**config.mk**
```make
export PLATFORM = sky130hd
export DESIGN_NAME = oddr_tx_gearbox
export DESIGN_NICKNAME = d
export VERILOG_FILES = /design/src/rtl/oddr_gear_pkg.sv /design/src/rtl/oddr_gear_fifo.sv /design/src/rtl/oddr_tx_gearbox.sv
export SDC_FILE = /design/constraint.sdc
export NUM_CORES = 1
export LEC_CHECK = 0
export CAP_MARGIN = 10
export CORE_MARGIN = 2
export CORE_UTILIZATION = 53
export CTS_CLUSTER_SIZE = 25
export DETAILED_ROUTE_END_ITERATION = 6
export PLACE_DENSITY_LB_ADDON = 0.25
export RECOVER_POWER = 100
export SYNTH_ARGS = -nofsm -noshare
export SYNTH_HDL_FRONTEND = slang
export SYNTH_SLANG_ARGS = --single-unit
```
**constraint.sdc**
```tcl
create_clock -name SCLK -period 2.6 [get_ports SCLK]
set_input_delay 0.65 -clock SCLK [delete_from_list [all_inputs] [get_ports SCLK]]
set_output_delay 0.65 -clock SCLK [all_outputs]
set_load 0.02 [all_outputs]
```
**src/rtl/oddr_gear_pkg.sv**
```systemverilog
// Shared definitions for the ODDR transmit gearbox: FSM encoding, training
// pattern levels and a small width helper for the pair counter.
package oddr_gear_pkg;

  typedef enum logic [1:0] {
    ST_IDLE  = 2'd0,
    ST_SHIFT = 2'd1,
    ST_TRAIN = 2'd2
  } state_t;

  localparam logic TRAIN_DA = 1'b1;
  localparam logic TRAIN_DB = 1'b0;

  // Bits needed to count WIDTH/2 pairs (never less than one bit).
  function automatic int cnt_width(int width);
    return (width / 2 > 1) ? $clog2(width / 2) : 1;
  endfunction

endpackage

```
**src/rtl/oddr_gear_fifo.sv**
```systemverilog
// Two-entry word FIFO feeding the gearbox; 1-bit wrapping pointers plus a
// separate occupancy count so full/empty come straight from a register.
module oddr_gear_fifo #(
  parameter int WIDTH = 8
) (
  input  logic             clk,
  input  logic             rst_n,
  input  logic             push,
  input  logic             pop,
  input  logic [WIDTH-1:0] din,
  output logic [WIDTH-1:0] dout,
  output logic             full,
  output logic             empty
);

  logic [WIDTH-1:0] mem [2];
  logic             wr_ptr;
  logic             rd_ptr;
  logic [1:0]       count;
  logic             do_push;
  logic             do_pop;

  assign full    = (count == 2'd2);
  assign empty   = (count == 2'd0);
  assign do_push = push && !full;
  assign do_pop  = pop && !empty;
  assign dout    = mem[rd_ptr];

  // NOTE: the storage array has no reset; the count and pointers decide what is
  // valid, so only they need clearing and the array maps onto plain flops/RAM.
  always_ff @(posedge clk) begin
    if (do_push) mem[wr_ptr] <= din;
  end

  // NOTE: state registers use non-blocking assignments so every flop samples the
  // pre-edge values regardless of statement order.
  always_ff @(posedge clk or negedge rst_n) begin
    if (!rst_n) begin
      wr_ptr <= 1'b0;
      rd_ptr <= 1'b0;
      count  <= 2'd0;
    end else begin
      if (do_push) wr_ptr <= ~wr_ptr;
      if (do_pop)  rd_ptr <= ~rd_ptr;
      case ({do_push, do_pop})
        2'b10:   count <= count + 2'd1;
        2'b01:   count <= count - 2'd1;
        default: count <= count;
      endcase
    end
  end

endmodule

```
**src/rtl/oddr_tx_gearbox.sv**
```systemverilog
// Serializes WIDTH-bit words into two registered lanes (even bits on DA, odd bits
// on DB, LSB pair first) for a DDR output register, with an optional training pattern.
module oddr_tx_gearbox
  import oddr_gear_pkg::*;
#(
  parameter int   WIDTH    = 8,
  parameter logic IDLE_VAL = 1'b0
) (
  input  logic             SCLK,
  input  logic             RSTN,
  input  logic [WIDTH-1:0] DIN,
  input  logic             DIN_VALID,
  output logic             DIN_READY,
  input  logic             TRAIN,
  output logic             DA,
  output logic             DB,
  output logic             BUSY
);

  localparam int             CNT_W = cnt_width(WIDTH);
  localparam logic [CNT_W-1:0] LAST = CNT_W'(WIDTH / 2 - 1);

  state_t           state, state_nxt;
  logic [CNT_W-1:0] cnt, cnt_nxt;
  logic [WIDTH-1:0] shreg, shreg_nxt;
  logic             da_nxt, db_nxt;
  logic             pop;
  logic             boundary;
  logic             fifo_full;
  logic             fifo_empty;
  logic [WIDTH-1:0] head;

  oddr_gear_fifo #(.WIDTH(WIDTH)) u_fifo (
    .clk   (SCLK),
    .rst_n (RSTN),
    .push  (DIN_VALID && DIN_READY),
    .pop   (pop),
    .din   (DIN),
    .dout  (head),
    .full  (fifo_full),
    .empty (fifo_empty)
  );

  // Ready depends only on the registered FIFO count, never on DIN_VALID.
  assign DIN_READY = !fifo_full;
  assign BUSY      = (state == ST_SHIFT) || (state == ST_TRAIN);

  // IDLE and TRAIN re-decide every edge; SHIFT only after its last pair.
  assign boundary  = (state != ST_SHIFT) || (cnt == LAST);

  // NOTE: every output of this block gets a default first, so no path through
  // the if/else can leave one unassigned and infer a latch.
  always_comb begin
    state_nxt = state;
    cnt_nxt   = cnt;
    shreg_nxt = shreg;
    da_nxt    = DA;
    db_nxt    = DB;
    pop       = 1'b0;
    if (boundary) begin
      if (TRAIN) begin
        state_nxt = ST_TRAIN;
        da_nxt    = TRAIN_DA;
        db_nxt    = TRAIN_DB;
      end else if (!fifo_empty) begin
        pop       = 1'b1;
        state_nxt = ST_SHIFT;
        cnt_nxt   = '0;
        shreg_nxt = head;
        da_nxt    = head[0];
        db_nxt    = head[1];
      end else begin
        state_nxt = ST_IDLE;
        da_nxt    = IDLE_VAL;
        db_nxt    = IDLE_VAL;
      end
    end else begin
      // Shift right by one pair so the next pair always sits at bits [3:2].
      cnt_nxt   = cnt + 1'b1;
      shreg_nxt = {2'b00, shreg[WIDTH-1:2]};
      da_nxt    = shreg[2];
      db_nxt    = shreg[3];
    end
  end

  always_ff @(posedge SCLK or negedge RSTN) begin
    if (!RSTN) begin
      state <= ST_IDLE;
      cnt   <= '0;
      DA    <= IDLE_VAL;
      DB    <= IDLE_VAL;
    end else begin
      state <= state_nxt;
      cnt   <= cnt_nxt;
      DA    <= da_nxt;
      DB    <= db_nxt;
    end
  end

  always_ff @(posedge SCLK) begin
    shreg <= shreg_nxt;
  end

endmodule

```
==> out/metrics.cfg <==
[final_layout]
fin_nets = 124
nFillCells = 169
syn_to_final_growth_pct = 18.4
drive_above_1_share_pct = 9.09
post-route-util_pct = 67.4
diodes = 0

[die]
ios = 16
die_h_um = 53.2
rows = 17
dieArea_um2 = 2830
design.core.area_um2 = 2250
chipWidth_um = 53.2
start_util_pct = 56.9

[power]
comb_power_share_pct = 31.6
p_seq_share_pct = 50.5
power.internal_w = 0.00115
power_w = 0.00169
swShare_pct = 31.9
p_per_area_nw_per_um2 = 1110
switching_power_w = 0.000539
power.static_leakage_nw = 0.607
clkPwrFrac_pct = 17.9
vdd_ir_drop_max_v = 0.000612

[sta]
hold_slack_ns = 0.460
fin_crit_sh_pct = 90.2
rsz0062_at_grt = false
setup_viol = 0
max_freq_mhz = 427
hold_viol = 0
fin_crit_ns = 2.34
slew-limit-headroom_pct = 65.8
fin_skew_ns = 0.00606
tightest_slew_ns = 0.513
fin_setup_tns_ns = 0
slew_violations = 0

[synthesis]
synthesis.nets = 102
synth_area_leaders = edfxtp_1 47%, dfrtp_1 20%, mux2i_1 6.2%
ys_ff_latch = 32
synth_top_area_share_pct = 46.8
syn_area_per_cell_um2 = 14.7
ys_seq_area_share_pct = 69.5
synth_compound_area_share_pct = 7.02
synth_cell_type_count = 26
synth.area.mux_share_pct = 7.12
synth_simple_gate_area_share_pct = 6.54
synth_top_family_by_area = multiplexers
syn_inst = 87
syn_area_um2 = 1280
synth-xor-area-share_pct = 4.00
synth_fa_ha_area_share_pct = 2.93
yosysTopAreaCell = edfxtp_1
synth_warnings = 0

[critical_path]
critPathCaptureType = output pin
critPathRequiredTime_ns = 1.95
rr_worst_depth = 9
cp_max_fo = 2
start_kind = flop
worstPathArrival_ns = 1.69
critical_path_class = flop to output pin

[cts]
htree_num_levels = 2
clockRootBuffer = clkbuf_4
cts_buffers = 5
clk_latency_ns = 0.30
hold_buffers = 0
cts_setup_buffers = 0
numClockSinks = 32
postCtsResizedCells = 0
cts.reportedPaths.clkPinSlew_ns = 0.09
cts_tree = yes
cts_buffer_depth = 2

[run_status]
status = finished, final reports clean

[placement]
hpwl_um = 1310
portBuffers = 15
gp_congestion = 0.681

[drt]
drt_first_iter_violations = 8
drt-total-wl_um = 1800
viasPerCell = 5.05
ant_nets = 0
vias = 697
wl_per_cell_um = 13.1
detail_route.drc_violations = 0
drtPass1Iterations = 4

[global_routing]
grt_pass1_vias = 708
grt_start_max_net_pins = 14
track_usage_pct = 17.0
gr-total-overflow = 0
grt_pass1_wl_um = 3050
antenna_found_initial = 0

[worst_hold_path]
whs_path_depth = 2
min_path_type = flop to flop

[flow_run]
cap_violations = 0

-- path summary, 6_finish.rpt --
kind	from	end	slack, ns
max in group asynchronous	RSTN	state[1]$_DFFE_PN0N_	1.58
min in group asynchronous	RSTN	u_fifo.wr_ptr$_DFFE_PN0P_	0.72
min	shreg[3]$_DFFE_PP_	DB$_DFF_PN0_	0.46
max reg2reg	state[1]$_DFFE_PN0N_	u_fifo.count[1]$_DFFE_PN0P_	0.45
min reg2reg	shreg[3]$_DFFE_PP_	DB$_DFF_PN0_	0.46
max	state[0]$_DFFE_PN0N_	BUSY	0.26
-- registers in the layout, summed over array words and instances (netlist names) --
| name | flops |
|---|---|
| u_fifo.wr_ptr | 1 |
| u_fifo.count | 2 |
| DB | 1 |
| state | 2 |
| u_fifo.mem | 16 |
| u_fifo.rd_ptr | 1 |
| shreg | 6 |
| cnt | 2 |
| DA | 1 |
-- worst max-delay path, stage by stage (launching register included) --
cell and delay [ns]:
dfrtp_1 0.40, ha_1 0.29, inv_1 0.05, dlygate4sd3_1 0.66
-- logic make-up (layout without fill, tap and decap cells) --
logic type	after synthesis	after routing
simple gates	19	19
flops	32	32
mux	9	9
buf+inv	7	30
fa+ha+maj	3	3
xor+xnor	5	5
compound gates	12	12
-- area by class of cell --
cell class / instances / area [um^2] / share of cell area (%)
Sequential cell: 32 / 891 / 58.6
Multi-Input combinational cell: 48 / 348 / 22.9
Inverter: 4 / 15.0 / 0.988
Clock buffer: 8 / 68.8 / 4.53
Timing Repair Buffer: 18 / 161 / 10.6
Tap cell: 28 / 35.0 / 2.31
-- per-layer routing --
layer  part of all wire [%]  routed length (um)  global-route usage [%]
met1                     44                 785                    19.3
met2                     50                 902                    26.7
met3                    4.9                  89                    5.08
met4                    1.4                  26                    12.8
met5                      0                   0                       0
-- placed cells by master, fill, tap and decap left out, drive strengths merged, types with 3 or more instances in the layout --
| cell | instances |
|---|---|
| ha | 3 |
| edfxtp | 20 |
| dfrtp | 10 |
| nor2 | 5 |
| dlygate4sd3 | 15 |
| o21ai | 7 |
| xnor2 | 4 |
| inv | 3 |
| nand2 | 9 |
| clkbuf | 11 |
| mux2i | 8 |
-- stage by stage --
step / cell area, um^2 / setup WS (ns) / std cells
detailed placement: 1470 / 0.338 / 130
CTS: 1540 / 0.291 / 138
global route: 1520 / 0.157 / 138
floorplan: 1280 / 0.786 / 87
finish: 1520 / 0.256 / 138
global placement: 1470 / 0.438 / 130
-- power by group through the flow --
stage / combinational [W] / clock, W / sequential, W
3_3_place_gp: 0.000554 / 0 / 0.000862
2_1_floorplan: 0.000429 / 0 / 0.000831
5_1_grt: 0.000595 / 0.000338 / 0.000878
6_report: 0.000534 / 0.000303 / 0.000854
4_1_cts: 0.000583 / 0.000317 / 0.000857
3_5_place_dp: 0.000579 / 0 / 0.000868
-- synth_stat cells (all sizes together) --
| master | n |
|---|---|
| dfxtp | 2 |
| nand2b | 2 |
| nor2 | 5 |
| dfrtp | 10 |
| mux2i | 8 |
| nand2 | 9 |
| inv | 4 |
| o21ai | 7 |
| a22o | 1 |
| xor2 | 1 |
| mux2 | 1 |
| a21oi | 1 |
| edfxtp | 20 |
| nor2b | 1 |
| xnor2 | 4 |
| buf | 2 |
| clkbuf | 1 |
| and3 | 1 |
| o2bb2ai | 2 |
| o21a | 1 |
| or3 | 1 |
| ha | 3 |
No activity file was read; power rests on OpenSTA's default activity.
